--- config.mk ---
export PLATFORM = sky130hd
export DESIGN_NAME = mem_arbiter_flat
export DESIGN_NICKNAME = d
export VERILOG_FILES = /design/src/rtl/mem_arbiter_if.sv /design/src/rtl/mem_arbiter.sv /design/src/flat_wrapper.sv
export SDC_FILE = /design/constraint.sdc
export NUM_CORES = 1
export LEC_CHECK = 0
export BUFFER_PORTS_ARGS = -buffer_cell sky130_fd_sc_hd__buf_2
export CAP_MARGIN = 40
export CORE_AREA = 2 2 119 121
export DETAILED_ROUTE_END_ITERATION = 8
export DIE_AREA = 0 0 121 123
export HOLD_SLACK_MARGIN = 0.06
export PLACE_DENSITY = 0.61
export SLEW_MARGIN = 40
export SYNTH_ARGS = -nofsm -noshare
export SYNTH_HDL_FRONTEND = slang
export SYNTH_SLANG_ARGS = --single-unit
--- constraint.sdc ---
create_clock -name clk -period 3.1 [get_ports clk]
set_clock_uncertainty 0.15 [all_clocks]
set_input_delay 0.465 -clock clk [delete_from_list [all_inputs] [get_ports clk]]
set_output_delay 0.465 -clock clk [all_outputs]
set_load 0.02 [all_outputs]
--- src/rtl/mem_arbiter_if.sv ---
// Bus bundle between two memory requesters, the arbiter and a single memory unit.
// The slave modport is the arbiter's view; master is the requesters/memory side.
interface mem_arbiter_if #(
    parameter int DATA_WIDTH    = 32,
    parameter int ADDRESS_WIDTH = 32
);
    logic                     r0_req;
    logic                     r0_we;
    logic                     r0_lock;
    logic [ADDRESS_WIDTH-1:0] r0_addr;
    logic [DATA_WIDTH-1:0]    r0_wdata;
    logic [2:0]               r0_ctrl;
    logic                     r0_gnt;
    logic                     r0_rvalid;
    logic [DATA_WIDTH-1:0]    r0_rdata;

    logic                     r1_req;
    logic                     r1_we;
    logic                     r1_lock;
    logic [ADDRESS_WIDTH-1:0] r1_addr;
    logic [DATA_WIDTH-1:0]    r1_wdata;
    logic [2:0]               r1_ctrl;
    logic                     r1_gnt;
    logic                     r1_rvalid;
    logic [DATA_WIDTH-1:0]    r1_rdata;

    logic [ADDRESS_WIDTH-1:0] mem_address;
    logic [DATA_WIDTH-1:0]    mem_write_data;
    logic [2:0]               mem_ctrl;
    logic                     mem_write_enable;
    logic [DATA_WIDTH-1:0]    mem_read_data;

    modport slave (
        input  r0_req, r0_we, r0_lock, r0_addr, r0_wdata, r0_ctrl,
        input  r1_req, r1_we, r1_lock, r1_addr, r1_wdata, r1_ctrl,
        input  mem_read_data,
        output r0_gnt, r0_rvalid, r0_rdata,
        output r1_gnt, r1_rvalid, r1_rdata,
        output mem_address, mem_write_data, mem_ctrl, mem_write_enable
    );

    modport master (
        output r0_req, r0_we, r0_lock, r0_addr, r0_wdata, r0_ctrl,
        output r1_req, r1_we, r1_lock, r1_addr, r1_wdata, r1_ctrl,
        output mem_read_data,
        input  r0_gnt, r0_rvalid, r0_rdata,
        input  r1_gnt, r1_rvalid, r1_rdata,
        input  mem_address, mem_write_data, mem_ctrl, mem_write_enable
    );
endinterface

--- src/rtl/mem_arbiter.sv ---
// Two-port memory arbiter: round-robin between CPU (r0) and loader (r1) with
// lock support for read-modify-write, one access per cycle, 1-cycle read return.
module mem_arbiter #(
    parameter int DATA_WIDTH    = 32,
    parameter int ADDRESS_WIDTH = 32
) (
    input  logic          clk,
    input  logic          rst_n,
    mem_arbiter_if.slave  bus
);
    typedef enum logic [1:0] {
        IDLE  = 2'd0,
        LOCK0 = 2'd1,
        LOCK1 = 2'd2
    } state_e;

    state_e                   state_q;
    state_e                   state_d;
    logic                     ptr_q;
    logic                     ptr_d;
    logic                     gnt0_s;
    logic                     gnt1_s;
    logic                     gnt0_v_s;
    logic                     gnt1_v_s;
    logic                     rvalid0_q;
    logic                     rvalid0_d;
    logic                     rvalid1_q;
    logic                     rvalid1_d;
    logic [DATA_WIDTH-1:0]    rdata0_q;
    logic [DATA_WIDTH-1:0]    rdata0_d;
    logic [DATA_WIDTH-1:0]    rdata1_q;
    logic [DATA_WIDTH-1:0]    rdata1_d;

    // Grant decision and next state / priority pointer.
    always_comb begin
        gnt0_s  = 1'b0;
        gnt1_s  = 1'b0;
        state_d = state_q;
        ptr_d   = ptr_q;
        case (state_q)
            IDLE: begin
                if (bus.r0_req && bus.r1_req) begin
                    gnt0_s = ~ptr_q;
                    gnt1_s = ptr_q;
                    ptr_d  = ~ptr_q;
                end else begin
                    gnt0_s = bus.r0_req;
                    gnt1_s = bus.r1_req;
                end
                if (gnt0_s && bus.r0_lock) begin
                    state_d = LOCK0;
                end else if (gnt1_s && bus.r1_lock) begin
                    state_d = LOCK1;
                end else begin
                    state_d = IDLE;
                end
            end
            LOCK0: begin
                gnt0_s = bus.r0_req;
                // Dropping req or issuing an unlocked access releases ownership.
                if (!bus.r0_req || !bus.r0_lock) begin
                    state_d = IDLE;
                    ptr_d   = 1'b1;
                end else begin
                    state_d = LOCK0;
                end
            end
            LOCK1: begin
                gnt1_s = bus.r1_req;
                if (!bus.r1_req || !bus.r1_lock) begin
                    state_d = IDLE;
                    ptr_d   = 1'b0;
                end else begin
                    state_d = LOCK1;
                end
            end
            default: begin
                state_d = IDLE;
                ptr_d   = 1'b0;
            end
        endcase
    end

    // Grants are suppressed while reset is held so the memory sees no access.
    assign gnt0_v_s = gnt0_s & rst_n;
    assign gnt1_v_s = gnt1_s & rst_n & ~gnt0_s;

    // Memory-side mux and read-return next values.
    always_comb begin
        rvalid0_d = gnt0_v_s & ~bus.r0_we;
        rvalid1_d = gnt1_v_s & ~bus.r1_we;
        rdata0_d  = rvalid0_d ? bus.mem_read_data : rdata0_q;
        rdata1_d  = rvalid1_d ? bus.mem_read_data : rdata1_q;
        if (gnt0_v_s) begin
            bus.mem_address      = bus.r0_addr;
            bus.mem_write_data   = bus.r0_wdata;
            bus.mem_ctrl         = bus.r0_ctrl;
            bus.mem_write_enable = bus.r0_we;
        end else if (gnt1_v_s) begin
            bus.mem_address      = bus.r1_addr;
            bus.mem_write_data   = bus.r1_wdata;
            bus.mem_ctrl         = bus.r1_ctrl;
            bus.mem_write_enable = bus.r1_we;
        end else begin
            bus.mem_address      = {ADDRESS_WIDTH{1'b0}};
            bus.mem_write_data   = {DATA_WIDTH{1'b0}};
            bus.mem_ctrl         = 3'b000;
            bus.mem_write_enable = 1'b0;
        end
    end

    assign bus.r0_gnt    = gnt0_v_s;
    assign bus.r1_gnt    = gnt1_v_s;
    assign bus.r0_rvalid = rvalid0_q;
    assign bus.r1_rvalid = rvalid1_q;
    assign bus.r0_rdata  = rdata0_q;
    assign bus.r1_rdata  = rdata1_q;

    // State, pointer and read-return registers.
    always_ff @(posedge clk or negedge rst_n) begin
        if (!rst_n) begin
            state_q   <= IDLE;
            ptr_q     <= 1'b0;
            rvalid0_q <= 1'b0;
            rvalid1_q <= 1'b0;
            rdata0_q  <= {DATA_WIDTH{1'b0}};
            rdata1_q  <= {DATA_WIDTH{1'b0}};
        end else begin
            state_q   <= state_d;
            ptr_q     <= ptr_d;
            rvalid0_q <= rvalid0_d;
            rvalid1_q <= rvalid1_d;
            rdata0_q  <= rdata0_d;
            rdata1_q  <= rdata1_d;
        end
    end
endmodule

--- src/flat_wrapper.sv ---
// flat-port wrapper written by rule: the top's interface ports become plain ports
module mem_arbiter_flat 
#(
    parameter int DATA_WIDTH    = 32,
    parameter int ADDRESS_WIDTH = 32
)
  (clk, rst_n, bus_r0_req, bus_r0_we, bus_r0_lock, bus_r0_addr, bus_r0_wdata, bus_r0_ctrl, bus_r1_req, bus_r1_we, bus_r1_lock, bus_r1_addr, bus_r1_wdata, bus_r1_ctrl, bus_mem_read_data, bus_r0_gnt, bus_r0_rvalid, bus_r0_rdata, bus_r1_gnt, bus_r1_rvalid, bus_r1_rdata, bus_mem_address, bus_mem_write_data, bus_mem_ctrl, bus_mem_write_enable);
  mem_arbiter_if #(.DATA_WIDTH(DATA_WIDTH), .ADDRESS_WIDTH(ADDRESS_WIDTH)) bus_i ();
  input  logic clk;
  input  logic rst_n;
  input wire logic [$bits(bus_i.r0_req)-1:0] bus_r0_req;
  input wire logic [$bits(bus_i.r0_we)-1:0] bus_r0_we;
  input wire logic [$bits(bus_i.r0_lock)-1:0] bus_r0_lock;
  input wire logic [$bits(bus_i.r0_addr)-1:0] bus_r0_addr;
  input wire logic [$bits(bus_i.r0_wdata)-1:0] bus_r0_wdata;
  input wire logic [$bits(bus_i.r0_ctrl)-1:0] bus_r0_ctrl;
  input wire logic [$bits(bus_i.r1_req)-1:0] bus_r1_req;
  input wire logic [$bits(bus_i.r1_we)-1:0] bus_r1_we;
  input wire logic [$bits(bus_i.r1_lock)-1:0] bus_r1_lock;
  input wire logic [$bits(bus_i.r1_addr)-1:0] bus_r1_addr;
  input wire logic [$bits(bus_i.r1_wdata)-1:0] bus_r1_wdata;
  input wire logic [$bits(bus_i.r1_ctrl)-1:0] bus_r1_ctrl;
  input wire logic [$bits(bus_i.mem_read_data)-1:0] bus_mem_read_data;
  output wire logic [$bits(bus_i.r0_gnt)-1:0] bus_r0_gnt;
  output wire logic [$bits(bus_i.r0_rvalid)-1:0] bus_r0_rvalid;
  output wire logic [$bits(bus_i.r0_rdata)-1:0] bus_r0_rdata;
  output wire logic [$bits(bus_i.r1_gnt)-1:0] bus_r1_gnt;
  output wire logic [$bits(bus_i.r1_rvalid)-1:0] bus_r1_rvalid;
  output wire logic [$bits(bus_i.r1_rdata)-1:0] bus_r1_rdata;
  output wire logic [$bits(bus_i.mem_address)-1:0] bus_mem_address;
  output wire logic [$bits(bus_i.mem_write_data)-1:0] bus_mem_write_data;
  output wire logic [$bits(bus_i.mem_ctrl)-1:0] bus_mem_ctrl;
  output wire logic [$bits(bus_i.mem_write_enable)-1:0] bus_mem_write_enable;
  assign bus_i.r0_req = bus_r0_req;
  assign bus_i.r0_we = bus_r0_we;
  assign bus_i.r0_lock = bus_r0_lock;
  assign bus_i.r0_addr = bus_r0_addr;
  assign bus_i.r0_wdata = bus_r0_wdata;
  assign bus_i.r0_ctrl = bus_r0_ctrl;
  assign bus_i.r1_req = bus_r1_req;
  assign bus_i.r1_we = bus_r1_we;
  assign bus_i.r1_lock = bus_r1_lock;
  assign bus_i.r1_addr = bus_r1_addr;
  assign bus_i.r1_wdata = bus_r1_wdata;
  assign bus_i.r1_ctrl = bus_r1_ctrl;
  assign bus_i.mem_read_data = bus_mem_read_data;
  assign bus_r0_gnt = bus_i.r0_gnt;
  assign bus_r0_rvalid = bus_i.r0_rvalid;
  assign bus_r0_rdata = bus_i.r0_rdata;
  assign bus_r1_gnt = bus_i.r1_gnt;
  assign bus_r1_rvalid = bus_i.r1_rvalid;
  assign bus_r1_rdata = bus_i.r1_rdata;
  assign bus_mem_address = bus_i.mem_address;
  assign bus_mem_write_data = bus_i.mem_write_data;
  assign bus_mem_ctrl = bus_i.mem_ctrl;
  assign bus_mem_write_enable = bus_i.mem_write_enable;
  mem_arbiter #(.DATA_WIDTH(DATA_WIDTH), .ADDRESS_WIDTH(ADDRESS_WIDTH)) u_core (.clk(clk), .rst_n(rst_n), .bus(bus_i));
endmodule
Yosys cells after proc, flatten, opt, wreduce, memory -nomap -nowiden --
Cells that the tools add are included.
Storage, ports and cells: bits in registers 69, bits of input ports 174, output and inout bits 136, logic and storage cells 54
Cells by class: equal/unequal tests 5, multiplexer cells 23, bitwise logic cells 9, reduce and logical (&&, ||, !) cells 11
Operators with widths (count):
- $mux 32 | 4
- $mux 1 | 10
- $mux 2 | 3
- $mux 3 | 2
- $ne 2x1->1 const B | 3
- $pmux 2 s3 | 1
- $and 1x1->1 | 5
- $logic_not 1->1 | 4
- $not 1->1 | 4
- $pmux 1 s2 | 2
- $logic_and 1x1->1 | 3
- $pmux 1 s3 | 1
- $reduce_and 3->1 | 1
- $eq 2x1->1 const B | 1
- $eq 2x2->1 const B | 1
- $logic_not 2->1 | 1
- $logic_or 1x1->1 | 2

Logic depth before layout (Yosys ltp) --
depth in word-level cells 8, depth in mapped cells 6, depth with buffers taken out 4

Worst setup path after synthesis --
OpenSTA, ideal clock, no wires.
path type input-to-output, start input port bus_r0_req, end output port bus_mem_write_data[14], arrival 1.441 ns, required time 2.485 ns, path slack 1.044 ns, stages 5, cell sequence nor3b_4 > nor2_2 > buf_2 > buf_4 > a22o_1
On the way: word-level cells in the longest chain between the ends 8, elaborated cells between the ends (all ways) 13
Ends and longest elaborated chain:
- start: declaration | line flat_wrapper.sv:11 | input wire logic [$bits(bus_i.r0_req)-1:0] bus_r0_req;
- $logic_and 1x1->1 | line mem_arbiter.sv:42 | if (bus.r0_req && bus.r1_req) begin
- $mux 1 | line mem_arbiter.sv:42
- $mux 1 | line mem_arbiter.sv:40 | case (state_q)
- $pmux 1 s2 | line mem_arbiter.sv:40
- $and 1x1->1 or $not 1->1 (tied branches) | line mem_arbiter.sv:86 | assign gnt1_v_s = gnt1_s & rst_n & ~gnt0_s;
- $and 1x1->1 | line mem_arbiter.sv:86
- $mux 32 | line mem_arbiter.sv:99 | end else if (gnt1_v_s) begin
- $mux 32 * | line mem_arbiter.sv:94 | if (gnt0_v_s) begin
- end: declaration | line flat_wrapper.sv:31 | output wire logic [$bits(bus_i.mem_write_data)-1:0] bus_mem_write_data;
Mark *: on every way between the ends. The rest lies on a longest branch, timed or not. The select of a mux whose other input is x is not followed.

Worst setup path after layout --
start register u_core.state_q[1], end output port bus_mem_write_data[17]
On the way: word-level cells in the longest chain between the ends 6, elaborated cells between the ends (all ways) 11
Ends and longest elaborated chain:
- start: declaration | line mem_arbiter.sv:17 | state_e state_q;
- start signal: assignment | line mem_arbiter.sv:129 | state_q <= state_d;
- $eq 2x2->1 (tied with other cells) | line mem_arbiter.sv:40
- $pmux 1 s2 | line mem_arbiter.sv:40
- $and 1x1->1 or $not 1->1 (tied branches) | line mem_arbiter.sv:86
- $and 1x1->1 | line mem_arbiter.sv:86
- $mux 32 | line mem_arbiter.sv:99
- $mux 32 * | line mem_arbiter.sv:94
Mark *: on every way between the ends. The rest lies on a longest branch, timed or not.

==> impl_metrics.ini <==
[die]
initial_core_util_pct = 24.4
die_h_microns = 123
rows = 43
core_sq_um = 13600
io_pins = 310
dieArea_sq_um = 14900
die_w_microns = 121

[setup_path]
endpoint_kind = primary output
critPathLaunchType = register
regToRegStartpoint = u_core.state_q[0]$_DFF_PN0_
reg2reg_depth = 4
critPathKind = register to primary output
crit_chain = nor2b_1 > and3_2 > buf_12 > a22o_1 > buf_2
cp_slowest_cell = dfrtp_1
timing.rr.end = u_core.bus.r1_rdata[14]$_DFFE_PN0P_
crit_required_ns = 2.48
reg2reg_slack_ns = 1.11
slowest_delay_ns = 0.46
worst-path-max-fanout = 63
arrival_ns = 2.07

[power]
leakagePower_nw = 2.89
powerDensity_nw_per_um2 = 797
ir_worst_vdd_uv = 424

[grt]
grt_use_total_pct = 17.1
grt_max_degree = 70
antenna_found_initial = 8
grt_pass1_wl_microns = 19000
grt_pass1_vias = 3396
overflow = 0

[clock_network]
ctsHoldBuffers = 0
clkTransAtPathRegs_ns = 0.05
clockBufferDepth = 2
htree_levels = 3
post_cts_buffers = 0
numCtsBuffers = 9
clk-insertion-delay-late_ns = 0.33
cts_tree = done
cts_root_buffer = clkbuf_16
cts_resized = 0
cts.sinks = 69

[synthesis]
synth.avg_cell_area_sq_um = 13.9
synth_area_sq_um = 3320
ys_seq_area_share_pct = 51.9
synth.distinct_cells = 23
synth_fp_nets = 414
ys_seq_elements = 69
syn_inst = 240
yosysWarnings = 0

[sta]
final.setup.tns_ns = 0
rsz0062_at_grt = false
post-route-period-util_pct = 86.7
relSlewSlack_pct = 58.7
fmax_ghz = 0.372
min_period_ns = 2.69
drv_slew = 0
setup_ws_ns = 0.412
worst_pin_slew_ns = 0.619
setup_violations = 0
hold_viol = 0

[cells_and_area]
final.fill_count = 1355
drive_above_1_share_pct = 72.7
fin_nets = 719
final_common_cell = buf_2
final_cell_mix = 309 x buf_2, 69 x dfrtp_1, 68 x a22o_1
syn_to_final_growth_pct = 62.3

[drt]
drt_iter0_drc = 182
wl_microns = 13600
wl_per_cell_microns = 18.6
vias = 3412
routed_via_density = 4.65
firstDrtPassIters = 5
drc = 0
ant_nets = 0

[job]
cap_violations = 0

[placement]
place_congestion = 0.891
hpwl_microns = 11200
place_ws_ns = 0.661
io_buffers = 309

[min_path]
hold_path_class = input pin to asynchronous set/reset pin

[run_status]
status = finished clean
[how the worst max path moves through the flow]
stage / endpoint / depth (start not counted) / from / slack, ns
final: bus_mem_write_data[17] / 5 / u_core.state_q[1]$_DFF_PN0_ / 0.41
after global routing: bus_mem_write_data[17] / 5 / u_core.state_q[1]$_DFF_PN0_ / 0.33
after CTS: bus_mem_write_data[17] / 5 / u_core.state_q[1]$_DFF_PN0_ / 0.44
after detailed placement: bus_mem_write_data[17] / 6 / bus_r0_req / 0.66
after global placement: bus_mem_write_data[26] / 6 / bus_r0_req / 0.74
after floorplan: bus_mem_write_data[14] / 5 / bus_r0_req / 1.04
[power by group]
group / internal (mW) / switching [mW]
logic: 0.723 / 1.02
registers: 1.24 / 0.172
clock network: 0.774 / 0.376
[area by class of cell]
| type | instances | area, sq um | share of cell area, % |
|---|---|---|---|
| timing repair buffer | 314 | 1610 | 29.9 |
| inverter | 2 | 7.51 | 0.139 |
| multi-input combinational | 149 | 1470 | 27.2 |
| clock inverter | 4 | 77.6 | 1.44 |
| antenna | 4 | 10.0 | 0.185 |
| tap | 180 | 225 | 4.17 |
| clock buffer | 12 | 267 | 4.94 |
| sequential | 69 | 1730 | 32.0 |
[metal layers]
metal,track usage (%),part of all wire [%],wire length (microns),vias up
li1,-,-,-,1550
met1,19.1,38,5230,1654
met2,28.9,49,6730,193
met3,8.16,11,1470,15
met4,5.74,1.6,212,0
met5,0,0,0,-
[Yosys cell counts (all sizes together)]
cell type / instances / area, sq um
nor4bb: 1 / 10.0
inv: 2 / 7.50
nand4b: 1 / 8.76
nand3: 2 / 15.0
mux2: 65 / 732
buf: 16 / 111
nand3b: 2 / 15.0
and3: 2 / 12.5
nor3b: 1 / 18.8
a22o: 68 / 596
dfrtp: 69 / 1730
a211o: 1 / 8.76
nor2b: 2 / 12.5
o211ai: 1 / 7.51
clkbuf: 4 / 15.0
a21oi: 1 / 5.00
nor3: 1 / 16.3
nor2: 1 / 6.26
[sequential cells by signal (all words and copies together), names as in the netlist]
register	flops
u_core.bus.r0_rdata	32
u_core.state_q	2
u_core.ptr_q	1
u_core.bus.r1_rdata	32
u_core.bus.r1_rvalid	1
u_core.bus.r0_rvalid	1
[worst max-delay path: cells and delay by family, from the launching register on]
family	cells	cell delay (ns)
AND/OR/NAND/NOR	2	0.55
AO/OA/AOI/OAI	1	0.23
flip-flops	1	0.46
buffers and inverters	2	0.45
[cell families after synthesis]
group / after synthesis / synth area share [%]
mux: 65 / 22.0
buf+inv: 22 / 4.03
flops: 69 / 51.9
simple gates: 13 / 3.46
compound gates: 71 / 18.6
[stage by stage]
step | hold WS, ns | util [%] | power [mW] | instances | cell area (sq um)
finish | 0.155 | 39.6 | 4.30 | 734 | 5400
global route | 0.210 | 39.6 | 4.53 | 732 | 5390
CTS | 0.178 | 39.6 | 4.36 | 730 | 5390
detailed placement | 0.336 | 37.0 | 3.19 | 714 | 5040
global placement | 0.323 | 37.0 | 3.14 | 714 | 5040
floorplan | 0.0194 | - | 2.47 | 240 | 3320
Power figures use the tool's default switching activity.
